<file path="src/rtl/usb_pkg.sv">
// Shared definitions for the USB full-speed receive path.
//   line_state_t : decoded D+/D- bus state
//   rx_state_t   : receive deserializer FSM states
//   PID_*        : PID[3:0] codes for the token, data and handshake packets
//   SYNC_BYTE    : decoded SYNC byte, LSB received first (KJKJKJKK)
//   decode_line  : maps one (dp, dm) sample to a line_state_t
package usb_pkg;

    typedef enum logic [1:0] {
        J   = 2'd0,
        K   = 2'd1,
        SE0 = 2'd2,
        SE1 = 2'd3
    } line_state_t;

    typedef enum logic [2:0] {
        ST_IDLE  = 3'd0,
        ST_HUNT  = 3'd1,
        ST_PID   = 3'd2,
        ST_DATA  = 3'd3,
        ST_EOP   = 3'd4,
        ST_DRAIN = 3'd5
    } rx_state_t;

    localparam logic [3:0] PID_OUT   = 4'b0001;
    localparam logic [3:0] PID_IN    = 4'b1001;
    localparam logic [3:0] PID_SOF   = 4'b0101;
    localparam logic [3:0] PID_SETUP = 4'b1101;
    localparam logic [3:0] PID_DATA0 = 4'b0011;
    localparam logic [3:0] PID_DATA1 = 4'b1011;
    localparam logic [3:0] PID_ACK   = 4'b0010;
    localparam logic [3:0] PID_NAK   = 4'b1010;
    localparam logic [3:0] PID_STALL = 4'b1110;

    localparam logic [7:0] SYNC_BYTE = 8'h80;

    function automatic line_state_t decode_line(input logic dp_i, input logic dm_i);
        case ({dp_i, dm_i})
            2'b10:   return J;
            2'b01:   return K;
            2'b00:   return SE0;
            default: return SE1;
        endcase
    endfunction

endpackage

</file>
<file path="src/rtl/usb_nrzi_unstuff.sv">
// NRZI decoder and bit unstuffer.
//   clk, nRST   : clock, asynchronous active-low reset
//   bit_strobe  : one-clk pulse, dp/dm hold a new bit-time sample
//   dp, dm      : synchronized line samples
//   sync_clr    : clears the ones counter (asserted on SYNC detect)
//   line_state  : decoded line state of the current sample (combinational)
//   dec_bit     : NRZI-decoded bit (1 = no transition), valid for J/K
//   bit_en      : strobe carrying a real data bit (stuffed zeros dropped)
//   stuff_err   : strobe where a stuffed zero was required but a 1 arrived
module usb_nrzi_unstuff
    import usb_pkg::*;
#(
    parameter int STUFF_LIMIT = 6
) (
    input  logic        clk,
    input  logic        nRST,
    input  logic        bit_strobe,
    input  logic        dp,
    input  logic        dm,
    input  logic        sync_clr,
    output line_state_t line_state,
    output logic        dec_bit,
    output logic        bit_en,
    output logic        stuff_err
);

    localparam int CW = $clog2(STUFF_LIMIT + 1);

    line_state_t   prev_ls;
    logic [CW-1:0] ones_cnt;
    logic          is_jk;
    logic          stuffed;

    always_comb begin
        line_state = decode_line(dp, dm);
        is_jk      = (line_state == J) || (line_state == K);
        dec_bit    = is_jk && (line_state == prev_ls);
        // The bit following STUFF_LIMIT ones is the stuff slot: never data.
        stuffed    = (ones_cnt == CW'(STUFF_LIMIT));
        bit_en     = bit_strobe && is_jk && !stuffed;
        stuff_err  = bit_strobe && is_jk && stuffed && dec_bit;
    end

    always_ff @(posedge clk or negedge nRST) begin
        if (!nRST) begin
            prev_ls  <= J;
            ones_cnt <= '0;
        end else begin
            if (bit_strobe && is_jk)
                prev_ls <= line_state;
            if (sync_clr)
                ones_cnt <= '0;
            else if (bit_strobe && is_jk) begin
                if (stuffed || !dec_bit)
                    ones_cnt <= '0;
                else
                    ones_cnt <= ones_cnt + 1'b1;
            end
        end
    end

endmodule

</file>
<file path="src/rtl/usb_rx_deserializer.sv">
// USB full-speed receive deserializer: SYNC hunt, byte assembly, PID check
// and EOP detection on top of the NRZI/unstuff front end.
//   clk, nRST   : clock, asynchronous active-low reset
//   bit_strobe  : one-clk pulse per bit time; dp/dm sampled on it
//   dp, dm      : synchronized D+ / D- samples
//   byte_valid  : one-clk pulse, byte_out and flags valid
//   byte_out    : assembled byte, LSB = first received bit
//   is_sync     : pulses with byte_valid on the SYNC byte
//   pid         : PID[3:0], held from the PID byte until IDLE
//   pid_valid   : high from a PID passing the complement check until IDLE
//   rx_eop      : pulses with byte_valid when the packet terminates
//   rx_active   : high from SYNC detect until the end of EOP
//   rx_err      : sticky per packet, cleared on the next SYNC detect
module usb_rx_deserializer
    import usb_pkg::*;
#(
    parameter logic [7:0] SYNC_PATTERN = SYNC_BYTE,
    parameter int         STUFF_LIMIT  = 6,
    parameter int         EOP_SE0_MIN  = 2
) (
    input  logic       clk,
    input  logic       nRST,
    input  logic       bit_strobe,
    input  logic       dp,
    input  logic       dm,
    output logic       byte_valid,
    output logic [7:0] byte_out,
    output logic       is_sync,
    output logic [3:0] pid,
    output logic       pid_valid,
    output logic       rx_eop,
    output logic       rx_active,
    output logic       rx_err
);

    line_state_t ls;
    logic        dec_bit;
    logic        bit_en;
    logic        stuff_err;
    logic        sync_clr;

    rx_state_t   state, state_nxt;
    logic [7:0]  sr, sr_nxt;
    logic [2:0]  bit_cnt, bit_cnt_nxt;
    logic [2:0]  se0_cnt, se0_cnt_nxt;

    logic        bv_nxt, sync_nxt, eop_nxt, pv_nxt, act_nxt, err_nxt;
    logic [7:0]  byte_nxt;
    logic [3:0]  pid_nxt;

    logic        strobe_jk;
    logic [7:0]  sr_shift;
    logic        sync_hit;
    logic        byte_done;
    logic        line_err;
    logic        pid_ok;

    usb_nrzi_unstuff #(
        .STUFF_LIMIT (STUFF_LIMIT)
    ) u_nrzi (
        .clk        (clk),
        .nRST       (nRST),
        .bit_strobe (bit_strobe),
        .dp         (dp),
        .dm         (dm),
        .sync_clr   (sync_clr),
        .line_state (ls),
        .dec_bit    (dec_bit),
        .bit_en     (bit_en),
        .stuff_err  (stuff_err)
    );

    // Sample decode shared by the next-state and output logic.
    // In HUNT the bit counter counts bits held in sr (saturating at 7), so
    // SYNC is only recognised once the register holds eight real bits and a
    // lone early 1 after the cleared register cannot fake the pattern.
    always_comb begin
        strobe_jk = bit_strobe && ((ls == J) || (ls == K));
        sr_shift  = {dec_bit, sr[7:1]};
        sync_hit  = (state == ST_HUNT) && strobe_jk &&
                    (sr_shift == SYNC_PATTERN) && (bit_cnt == 3'd7);
        byte_done = bit_en && (bit_cnt == 3'd7);
        line_err  = bit_strobe && ((ls == SE1) || stuff_err);
        pid_ok    = (sr_shift[7:4] == ~sr_shift[3:0]);
        sync_clr  = sync_hit;
    end

    // State register and registered outputs
    always_ff @(posedge clk or negedge nRST) begin
        if (!nRST) begin
            state      <= ST_IDLE;
            bit_cnt    <= '0;
            se0_cnt    <= '0;
            byte_valid <= 1'b0;
            byte_out   <= '0;
            is_sync    <= 1'b0;
            pid        <= '0;
            pid_valid  <= 1'b0;
            rx_eop     <= 1'b0;
            rx_active  <= 1'b0;
            rx_err     <= 1'b0;
        end else begin
            state      <= state_nxt;
            bit_cnt    <= bit_cnt_nxt;
            se0_cnt    <= se0_cnt_nxt;
            byte_valid <= bv_nxt;
            byte_out   <= byte_nxt;
            is_sync    <= sync_nxt;
            pid        <= pid_nxt;
            pid_valid  <= pv_nxt;
            rx_eop     <= eop_nxt;
            rx_active  <= act_nxt;
            rx_err     <= err_nxt;
        end
    end

    // Shift register is pure data: cleared on entering HUNT, no reset needed.
    always_ff @(posedge clk) begin
        sr <= sr_nxt;
    end

    // Next-state logic
    always_comb begin
        state_nxt   = state;
        sr_nxt      = sr;
        bit_cnt_nxt = bit_cnt;
        se0_cnt_nxt = se0_cnt;
        if (bit_strobe) begin
            case (state)
                ST_IDLE: begin
                    if (ls == K) begin
                        // The first K is itself bit 0 of SYNC (decodes as 0).
                        state_nxt   = ST_HUNT;
                        sr_nxt      = '0;
                        bit_cnt_nxt = 3'd1;
                    end
                end
                ST_HUNT: begin
                    if ((ls == SE0) || (ls == SE1)) begin
                        state_nxt = ST_IDLE;
                    end else begin
                        sr_nxt = sr_shift;
                        if (sync_hit) begin
                            state_nxt   = ST_PID;
                            bit_cnt_nxt = '0;
                        end else if (bit_cnt != 3'd7) begin
                            bit_cnt_nxt = bit_cnt + 3'd1;
                        end
                    end
                end
                ST_PID, ST_DATA: begin
                    if (ls == SE0) begin
                        state_nxt   = ST_EOP;
                        se0_cnt_nxt = 3'd1;
                    end else if (line_err) begin
                        state_nxt   = ST_DRAIN;
                        se0_cnt_nxt = '0;
                    end else if (bit_en) begin
                        sr_nxt      = sr_shift;
                        bit_cnt_nxt = bit_cnt + 3'd1;
                        if ((state == ST_PID) && byte_done)
                            state_nxt = ST_DATA;
                    end
                end
                ST_EOP: begin
                    case (ls)
                        SE0:     if (se0_cnt != 3'd7) se0_cnt_nxt = se0_cnt + 3'd1;
                        J:       state_nxt = ST_IDLE;
                        default: begin
                            state_nxt   = ST_DRAIN;
                            se0_cnt_nxt = '0;
                        end
                    endcase
                end
                ST_DRAIN: begin
                    // se0_cnt doubles as "SE0 seen"; a K cancels it.
                    case (ls)
                        SE0:     se0_cnt_nxt = 3'd1;
                        J:       if (se0_cnt != '0) state_nxt = ST_IDLE;
                        K:       se0_cnt_nxt = '0;
                        default: ;
                    endcase
                end
                default: state_nxt = ST_IDLE;
            endcase
        end
    end

    // Output logic (values registered on the same edge as the state)
    always_comb begin
        bv_nxt   = 1'b0;
        sync_nxt = 1'b0;
        eop_nxt  = 1'b0;
        byte_nxt = byte_out;
        pid_nxt  = pid;
        pv_nxt   = pid_valid;
        act_nxt  = rx_active;
        err_nxt  = rx_err;
        if (bit_strobe) begin
            case (state)
                ST_HUNT: begin
                    if (sync_hit) begin
                        bv_nxt   = 1'b1;
                        sync_nxt = 1'b1;
                        byte_nxt = SYNC_PATTERN;
                        act_nxt  = 1'b1;
                        err_nxt  = 1'b0;
                    end
                end
                ST_PID: begin
                    if ((ls == SE0) || line_err) begin
                        err_nxt = 1'b1;
                    end else if (byte_done) begin
                        bv_nxt   = 1'b1;
                        byte_nxt = sr_shift;
                        pid_nxt  = sr_shift[3:0];
                        if (pid_ok)
                            pv_nxt = 1'b1;
                        else
                            err_nxt = 1'b1;
                    end
                end
                ST_DATA: begin
                    if (ls == SE0) begin
                        err_nxt = rx_err;
                    end else if (line_err) begin
                        err_nxt = 1'b1;
                    end else if (byte_done) begin
                        bv_nxt   = 1'b1;
                        byte_nxt = sr_shift;
                    end
                end
                ST_EOP: begin
                    if (ls == J) begin
                        bv_nxt   = 1'b1;
                        eop_nxt  = 1'b1;
                        byte_nxt = 8'h00;
                        pid_nxt  = '0;
                        pv_nxt   = 1'b0;
                        act_nxt  = 1'b0;
                        // Partial trailing byte or too-short SE0 flags the packet.
                        if ((bit_cnt != 3'd0) || (int'(se0_cnt) < EOP_SE0_MIN))
                            err_nxt = 1'b1;
                    end else if (ls != SE0) begin
                        err_nxt = 1'b1;
                    end
                end
                ST_DRAIN: begin
                    if ((ls == J) && (se0_cnt != '0)) begin
                        bv_nxt   = 1'b1;
                        eop_nxt  = 1'b1;
                        byte_nxt = 8'h00;
                        pid_nxt  = '0;
                        pv_nxt   = 1'b0;
                        act_nxt  = 1'b0;
                    end
                end
                default: ;
            endcase
        end
    end

endmodule

</file>
<file path="config.mk">
export PLATFORM = sky130hd
export DESIGN_NAME = usb_rx_deserializer
export DESIGN_NICKNAME = d
export VERILOG_FILES = /design/src/rtl/usb_pkg.sv /design/src/rtl/usb_nrzi_unstuff.sv /design/src/rtl/usb_rx_deserializer.sv
export SDC_FILE = /design/constraint.sdc
export NUM_CORES = 1
export LEC_CHECK = 0
export BUFFER_PORTS_ARGS = -buffer_cell sky130_fd_sc_hd__buf_2
export CAP_MARGIN = 25
export CELL_PAD_IN_SITES_DETAIL_PLACEMENT = 1
export CELL_PAD_IN_SITES_GLOBAL_PLACEMENT = 2
export CORE_MARGIN = 1
export CORE_UTILIZATION = 35
export CTS_BUF_LIST = sky130_fd_sc_hd__clkbuf_4
export CTS_CLUSTER_DIAMETER = 40
export DETAILED_ROUTE_END_ITERATION = 8
export PLACE_DENSITY_LB_ADDON = 0.1
export SETUP_SLACK_MARGIN = 0.15
export SLEW_MARGIN = 0
export SYNTH_ARGS = -nofsm -noshare
export SYNTH_HDL_FRONTEND = slang
export SYNTH_SLANG_ARGS = --single-unit
</file>
<file path="constraint.sdc">
create_clock -name clk -period 5.5 [get_ports clk]
set_input_delay 1.1 -clock clk [delete_from_list [all_inputs] [get_ports clk]]
set_output_delay 1.1 -clock clk [all_outputs]
set_load 0.05 [all_outputs]
</file>
---- Word-level counts from Yosys, hierarchy flattened ----
Index checks and enable logic that the tools add are counted.
operators by class
  add/subtract/negate cells ............... 3
  order comparisons ....................... 1
  equal/unequal tests ..................... 47
  muxes and demuxes ....................... 78
  bitwise gates (word level) .............. 1
  reduce and logical (&&, ||, !) cells .... 42
operators with widths
  operator                                               count
  two-way mux 8 bit                                      12
  two-way mux 3 bit                                      21
  case mux 8 bit (5 select lines)                        1
  inequality test 2 bit, second input constant           19
  two-way mux 1 bit                                      26
  case mux 8 bit (3 select lines)                        1
  AND reduction 8 bit                                    3
  inequality test 3 bit, second input constant           7
  case mux 3 bit (2 select lines)                        3
  case mux 3 bit (3 select lines)                        2
  nonzero test 3 bit                                     6
  two-way mux 4 bit                                      4
  case mux 3 bit (5 select lines)                        1
  AND reduction 7 bit                                    2
  == test 3 bit, second input constant                   4
  logical AND 1 bit                                      12
  inequality test 3 x 2 -> 1 bit, second input constant  4
  case mux 4 bit (3 select lines)                        1
  AND reduction 6 bit                                    2
  adder 3 x 1 -> 3 bit, second input constant            3
  AND reduction 9 bit                                    1
  == test 8 bit, second input constant                   1
  inequality test 4 bit, second input constant           2
  == test 2 bit, second input constant                   3
  other kinds (21)                                       31
storage, ports and cells
  register bits ........................... 40
  output and inout bits ................... 18

---- Depth between registers and ports, before layout ----
Gate-level depths: netlist of run 1.
  depth after elaboration ................. 13
  depth in mapped cells ................... 10
  mapped depth without buffers ............ 7

---- Hierarchy ----
From an unflattened synthesis of run 1, not the netlist that was laid out.
second synthesis, totals
  cells, all modules ...................... 232
  area total of the unflattened synthesis .. 2322.2 um2
by module, submodules not included
  module               instances  cells each  area an instance (um2)
  usb_rx_deserializer  1          197         1980.6
  usb_nrzi_unstuff     1          35          341.6

---- Worst setup path after synthesis of run 1 ----
OpenSTA, ideal clock, no wires.
  kind .................................... in2reg
  from .................................... in dp
  to ...................................... reg byte_out[7]
  arrival ................................. 2.917 ns
  slack ................................... 2.458 ns
  stages on the path ...................... 9
  cell sequence ........................... inv_1 > ha_1 > and2_1 > clkbuf_1 > a31oi_1 > or3_1 > a211o_1 > buf_6 > mux2_4
on the way
  word-level cells in the longest chain between the ends .. 12
  elaborated cells between the ends (all ways) .. 36
ends and longest elaborated chain
  what                                                    line                        text
  start: declaration                                      usb_rx_deserializer.sv:24   input logic dp,
  == test 2 x 1 -> 1 bit (tied with other cells)          usb_pkg.sv:38               case ({dp_i, dm_i})
  case mux 2 bit (3 select lines) *                       usb_pkg.sv:38
  branches (longest 10 deep; another with == test 8 bit)  --
  end signal: assignment                                  usb_rx_deserializer.sv:107  byte_out <= byte_nxt;
  end: declaration                                        usb_rx_deserializer.sv:27   output logic [7:0] byte_out,
Mark *: on every way between the ends. The select of a mux whose other input is x is not followed.
A chain may end at the register's enable or synchronous reset.

---- Worst setup path in the final report of run 1 ----
Ends and elaborated chain as after synthesis.

==> run_results.csv, run 1 <==
group,metric,value,unit
critical_path,cp_max_fo,8,
critical_path,required,5.76,ns
critical_path,worstSetupEndpointType,"flip-flop",
clocking,cts_resized,0,
clocking,root_buffer,"clkbuf_4",
routing,wl,6400,um
clocking,clk_latency,0.37,ns
place,gp_congestion,0.737,
cells_and_area,final_cell_mix,"dfrtp_1 (32), inv_1 (28), nand2_1 (22), buf_2 (22), ha_1 (18)",
flow_run,maxCapViolations,0,
cells_and_area,regArea,1010,sq um
place,place_ws,1.91,ns
die,core-area,6830,sq um
logic_synthesis,async_flop_share,0.821,
pwr,power_leakage,1.25,nW
cells_and_area,nFillCells,822,
global_route,grt_util_met3,0.0229,
clocking,cts.path.max_buffers,2,
logic_synthesis,synthDistinctLibCells,55,
cells_and_area,fin_util,0.397,
sta,finalWorstSetupSlack,2.28,ns
die,die_h,86.2,um
routing,dr.pass1.iters,4,
sta,timing.hold.ws,0.513,ns
logic_synthesis,yosysSeqAreaShare,0.407,
logic_synthesis,syn-mean-instance-area,9.62,sq um
clocking,cts_setup_buffers,0,
worst_hold_path,hold_path_class,"reg -> reg",
critical_path,crit_type,"in -> reg",
clocking,cts_buffers,5,
global_route,grt_usage,0.192,
global_route,gr-usage-met1,0.271,
die,io-pin-count,23,
global_route,grt_pass1_vias,2091,
die,die_w,86.2,um
logic_synthesis,synth_edf_count,7,
clocking,cts_sinks,39,
global_route,grt_pass1_wl,10900,um
sta,final.setup.tns,0,ns
clocking,htreeDepth,2,
logic_synthesis,synthCells,258,
logic_synthesis,ys_seq_elements,39,
critical_path,start_kind,"input port",
global_route,grt-busiest-layer,"met2",
cells_and_area,mostFrequentLayoutCell,"dfrtp_1",
sta,rsz0062_at_grt,"false",
global_route,grt_max_degree,33,
place,dpl.hpwl,4730,um
routing,vias_per_cell,5.34,
place,portBuffers,22,
clocking,clkSlewWorstSetupHoldPaths,0.13,ns
cells_and_area,multiInputGateArea,1310,sq um
routing,ant_nets,0,
die,initial_utilization,0.363,
routing,drtIter0Drc,65,
die,core.rowCount,30,
sta,hold_viol_final,0,
global_route,met2_usage,0.308,
routing,num_vias,1976,
critical_path,reg2reg_depth,7,
status,outcome,"finished clean",
pwr,irDropWorstVdd,0.000200,V
global_route,antenna_found_initial,0,
worst_hold_path,hold-path-cell-count,2,
logic_synthesis,ys_warn_count,0,
global_route,gr-total-overflow,0,
cells_and_area,num_antenna_cells,0,
logic_synthesis,synthFlopType,"dfrtp_1",
sta,fmax,311,MHz
sta,period_minus_slack,3.22,ns
logic_synthesis,syn_area,2480,sq um
sta,timing_worst_slew_pin_value,0.751,ns
cells_and_area,syn_to_final_growth,9.12,%
sta,slew_viol_final,0,
routing,drc_errors,0,
cells_and_area,final_nets,296,
sta,setup_viol,0,
pwr,power_density,400,nW/um^2
sta,finalClockSkew,0.0224,ns
logic_synthesis,synth_nets,281,
cells_and_area,final_layout_size_suffix_gt1_frac,0.161,
clocking,hold_buffers,0,
critical_path,cp.arrival,3.47,ns
die,dieArea,7430,sq um
clocking,cts_tree,"yes",
sta,finalCritPeriodShare,0.585,
routing,wire_per_inst,17.3,um
sta,slew_headroom,0.499,
## state kept, by name, summed over array words and instances (netlist names), 2 cells and up
signal / count
byte_out: 8
sr: 7
pid: 4
bit_cnt: 3
se0_cnt: 3
state: 3
u_nrzi.ones_cnt: 3
u_nrzi.prev_ls: 2
## routing by layer
metal | wire length (um) | vias to the layer above
li1 | - | 942
met1 | 3240 | 993
met2 | 2930 | 33
met3 | 158 | 8
met4 | 65 | 0
met5 | 0 | -
## Yosys cell counts (5+ instances only)
| library cell | number | area, sq um |
|---|---|---|
| dfrtp_1 | 32 | 801 |
| inv_1 | 28 | 105 |
| nand2_1 | 22 | 82.6 |
| ha_1 | 18 | 225 |
| o21ai_0 | 16 | 80.1 |
| mux2i_1 | 14 | 140 |
| clkbuf_1 | 10 | 37.5 |
| and2_1 | 9 | 56.3 |
| nand3_1 | 9 | 45.0 |
| a21oi_1 | 8 | 40.0 |
| edfxtp_1 | 7 | 210 |
| nand4_1 | 6 | 37.5 |
| nor2_1 | 6 | 22.5 |
| mux2_2 | 5 | 56.3 |
## path summary, 6_finish.rpt
kind	start	to	slack [ns]
worst max-delay path	dp	byte_out[7]	2.28
worst min-delay path	rx_err	rx_err	0.51
worst max register to register	state[2]	byte_out[7]	2.66
worst min register to register	rx_err	rx_err	0.51
max in group asynchronous	nRST	pid[2]	4.23
min in group asynchronous	nRST	u_nrzi.prev_ls[0]	0.77
## worst max-delay path, cell delays in order
cell	delay, ns
buf_2	0.11
inv_1	0.09
ha_1	0.40
nand2_1	0.25
nor4b_4	0.54
a21oi_2	0.14
a211o_1	0.47
mux2_4	0.36
## layout make-up
cell class / instances / area share
inverter: 28 / 0.0388
sequential: 39 / 0.373
multi-input combinational: 177 / 0.482
timing repair buffer: 22 / 0.0406
clock inverter: 2 / 0.00462
tap: 96 / 0.0443
clock buffer: 6 / 0.0166
## report_power, final
group | internal [mW] | leakage (nW) | total (mW) | switching [mW]
sequential | 0.358 | 0.487 | 0.444 | 0.0856
combinational | 0.167 | 0.729 | 0.475 | 0.308
clock | 0.0544 | 0.0317 | 0.165 | 0.110
total | 0.580 | 1.25 | 1.08 | 0.504
## through the flow
step | instance area [sq um] | power (mW) | std cells
6_report | 2710 | 1.08 | 370
5_1_grt | 2710 | 1.16 | 370
4_1_cts | 2710 | 1.09 | 370
3_5_place_dp | 2650 | 0.928 | 362
3_3_place_gp | 2650 | 0.926 | 362
2_1_floorplan | 2480 | 0.799 | 258
## cells by family (layout without fill, tap and decap cells)
| family | count (synthesis) | in the layout | share of synthesized area |
|---|---|---|---|
| AO/OA/AOI/OAI | 54 | 54 | 0.150 |
| AND/OR/NAND/NOR | 81 | 81 | 0.186 |
| adder cells (fa/ha/maj) | 18 | 18 | 0.0907 |
| buffers and inverters | 42 | 58 | 0.0670 |
| multiplexers | 20 | 20 | 0.0852 |
| flip-flops | 39 | 39 | 0.407 |
| XOR/XNOR | 4 | 4 | 0.0141 |
Note: power is estimated with default switching activity, not from simulation.
==> run 2, diff against run 1 <==
--- a/config.mk
+++ b/config.mk
@@ -5,6 +5,7 @@
 export SDC_FILE = /design/constraint.sdc
 export NUM_CORES = 1
 export LEC_CHECK = 0
+export ABC_AREA = 1
 export BUFFER_PORTS_ARGS = -buffer_cell sky130_fd_sc_hd__buf_2
 export CAP_MARGIN = 25
 export CELL_PAD_IN_SITES_DETAIL_PLACEMENT = 1
==> constraint.sdc (replaced) <==
create_clock -name clk -period 3.15 [get_ports clk]
set_input_delay 0.63 -clock clk [delete_from_list [all_inputs] [get_ports clk]]
set_output_delay 0.63 -clock clk [all_outputs]
set_load 0.05 [all_outputs]
==> run 2 against run 1 <==
Non-clock buffer count increased by 3; synthesized cell count increased by 28%; first-iteration DRC count decreased by 26%; sequential share of layout area decreased by 1.4 points; worst setup slack got worse by 1.5 ns; highest routed layer unchanged.
==> run_results.csv, run 2 <==
group,metric,value,unit
status,outcome,"finished clean",
routing,drtIter0Drc,48,
pwr,p_seq_frac,0.320,
global_route,antenna_found_initial,0,
logic_synthesis,synthCells,331,
pwr,power_leakage,1.46,nW
cells_and_area,fin_util,0.412,
sta,slew_headroom,0.493,
logic_synthesis,synth_area_leader_cell,"dfrtp_1",
routing,wl,6470,um
routing,drc_errors,0,
routing,dr_wl_met3,136,um
logic_synthesis,synth_area_leaders,"dfrtp_1 (32%), nand2_1 (13%), ha_1 (9.0%), edfxtp_1 (8.4%), inv_1 (6.2%)",
logic_synthesis,yosysTopAreaCellShare,0.321,
pwr,comb_power_share,0.551,
critical_path,required,3.40,ns
logic_synthesis,ys_seq_elements,39,
cells_and_area,final_area,2810,sq um
routing,wire_per_inst,14.2,um
routing,vias_per_cell,4.68,
flow_run,maxCapViolations,0,
pwr,power.internal,1.29,mW
sta,timing.hold.ws,0.334,ns
cells_and_area,final_cells,457,
clocking,hold_buffers,0,
die,core-area,6830,sq um
routing,wirelength_met1,3070,um
sta,fmax,422,MHz
logic_synthesis,syn-mean-instance-area,7.55,sq um
sta,finalWorstSetupSlack,0.782,ns
routing,wl_met2,3170,um
logic_synthesis,syn_area,2500,sq um
cells_and_area,syn_to_final_growth,12.6,%
place,placed_cells,449,
die,core.rowCount,30,
clocking,cts_sinks,39,
sta,finalClockSkew,0.00909,ns
sta,timing_worst_slew_pin_value,0.760,ns
clocking,root_buffer,"clkbuf_4",
cells_and_area,final_cell_mix,"nand2_1 (88), inv_1 (41), nor2_1 (32), dfrtp_1 (32), nand3_1 (30)",
cells_and_area,mostFrequentLayoutCell,"nand2_1",
cells_and_area,final_nets,383,
sta,finalCritPeriodShare,0.752,
cells_and_area,largest_reg_flops,8,
routing,num_vias,2139,
critical_path,worstSetupEndpointType,"flip-flop",
place,post_dp_cell_area,2740,sq um
sta,rsz0062_at_grt,"false",
cells_and_area,num_antenna_cells,0,
global_route,grt_max_degree,33,
pwr,pwr-share-clk,0.129,
sta,hold_viol_final,0,
cells_and_area,max_flop_register,"byte_out",
logic_synthesis,synthDistinctLibCells,31,
die,initial_utilization,0.366,
sta,period_minus_slack,2.37,ns
clocking,cts_tree,"yes",
clocking,cts.path.max_buffers,2,
global_route,grt_usage,0.194,
critical_path,reg2reg_depth,13,
global_route,gr-total-overflow,0,
place,gp_congestion,0.838,
pwr,power_density,937,nW/um^2
place,portBuffers,22,
pwr,irDropWorstVdd,0.000415,V
cells_and_area,top_regs,"byte_out x8, sr x7, pid x4",
worst_hold_path,hold_path_class,"in -> async",
routing,ant_nets,0,
pwr,switchingPower,1.34,mW
clocking,htreeDepth,2,
routing,top_layer_used,"met4",
die,die_w,86.5,um
pwr,power,2.63,mW
logic_synthesis,yosysSeqAreaShare,0.405,
logic_synthesis,synth_edf_count,7,
critical_path,cp.arrival,2.62,ns
clocking,cts_buffers,5,
critical_path,crit_type,"in -> reg",
logic_synthesis,ys_warn_count,0,
die,die_h,86.5,um
clocking,cts_setup_buffers,0,
cells_and_area,final_layout_size_suffix_gt1_frac,0.161,
critical_path,cp_max_fo,9,
logic_synthesis,synth.most_common_cell,"nand2_1",
sta,setup_viol,0,
die,dieArea,7480,sq um
sta,slew_viol_final,0,
clocking,clkSlewWorstSetupHoldPaths,0.12,ns
logic_synthesis,synthFlopType,"dfrtp_1",
place,dpl.hpwl,5060,um
clocking,cts_resized,0,
clocking,clk_latency,0.35,ns
global_route,grt_pass1_wl,11100,um
pwr,netSwitchingFraction,0.510,
sta,final.setup.tns,0,ns
logic_synthesis,synth_nets,354,
global_route,grt_pass1_vias,2239,
logic_synthesis,async_flop_share,0.821,
place,place_ws,0.399,ns
critical_path,start_kind,"input port",
die,io-pin-count,23,
logic_synthesis,synth_common_cells,"nand2_1 (88), inv_1 (41), dfrtp_1 (32), nor2_1 (32), nand3_1 (30)",
routing,dr.pass1.iters,4,
run 2: cell types whose count changed in the layout (fill, tap and decap cells not counted), sizes merged, moves of 6 or more:
cell   change
mux2       -6
mux2i     -14
o21ai      +8
and2      -10
inv       +20
nand3     +24
a21oi      +6
nand2     +75
nor2      +31
run 2: logic make-up (layout without fill, tap and decap cells):
kind of cell    after synthesis  in the layout  share of synthesized area
compound gates               46             46                      0.102
buf+inv                      54             84                     0.0837
simple gates                173            173                      0.316
xor+xnor                      1              1                    0.00351
flops                        39             39                      0.405
fa+ha+maj                    18             18                     0.0902
run 2: power groups by stage:
stage / sequential [mW] / combinational [mW] / clock [mW]
detailed placement: 0.860 / 1.47 / 0
CTS: 0.848 / 1.48 / 0.358
global route: 0.870 / 1.65 / 0.373
floorplan: 1.07 / 0.859 / 0
finish: 0.843 / 1.45 / 0.341
global placement: 0.858 / 1.46 / 0
run 2: critical path, cell delays in order:
cell and delay, ns:
buf_2 0.12, inv_1 0.09, ha_1 0.35, inv_2 0.07, nor2_1 0.14, nand3_1 0.23
clkinv_1 0.15, nand2_2 0.10, nand2_2 0.17, nand3_4 0.11, nor2_8 0.18, nand3_4 0.14
nand2_1 0.09, nand2_1 0.05
run 2: cell type report:
type                    instances  area (sq um)
multi-input cells             238          1280
well taps                      96           120
repair buffers                 25           133
fillers                       908          4020
inverters                      51           194
flip-flops and latches         39          1010
clock inverters                 3          38.8
clock buffers                   5          37.5
run 2: routing by layer:
metal	global-route usage	vias up
met5	0	-
met4	0.0470	0
met3	0.0295	7
met2	0.346	32
met1	0.246	989
li1	-	1111
run 2: worst paths after layout:
path                        startpoint  slack, ns     endpoint
hold reg to reg            byte_out[1]       0.48  byte_out[1]
hold / removal                    nRST       0.33      is_sync
min in group clk           byte_out[1]       0.48  byte_out[1]
max in group asynchronous         nRST       2.33   bit_cnt[1]
setup / recovery                    dp       0.78  byte_out[5]
setup reg to reg            bit_cnt[0]       1.07  byte_out[5]
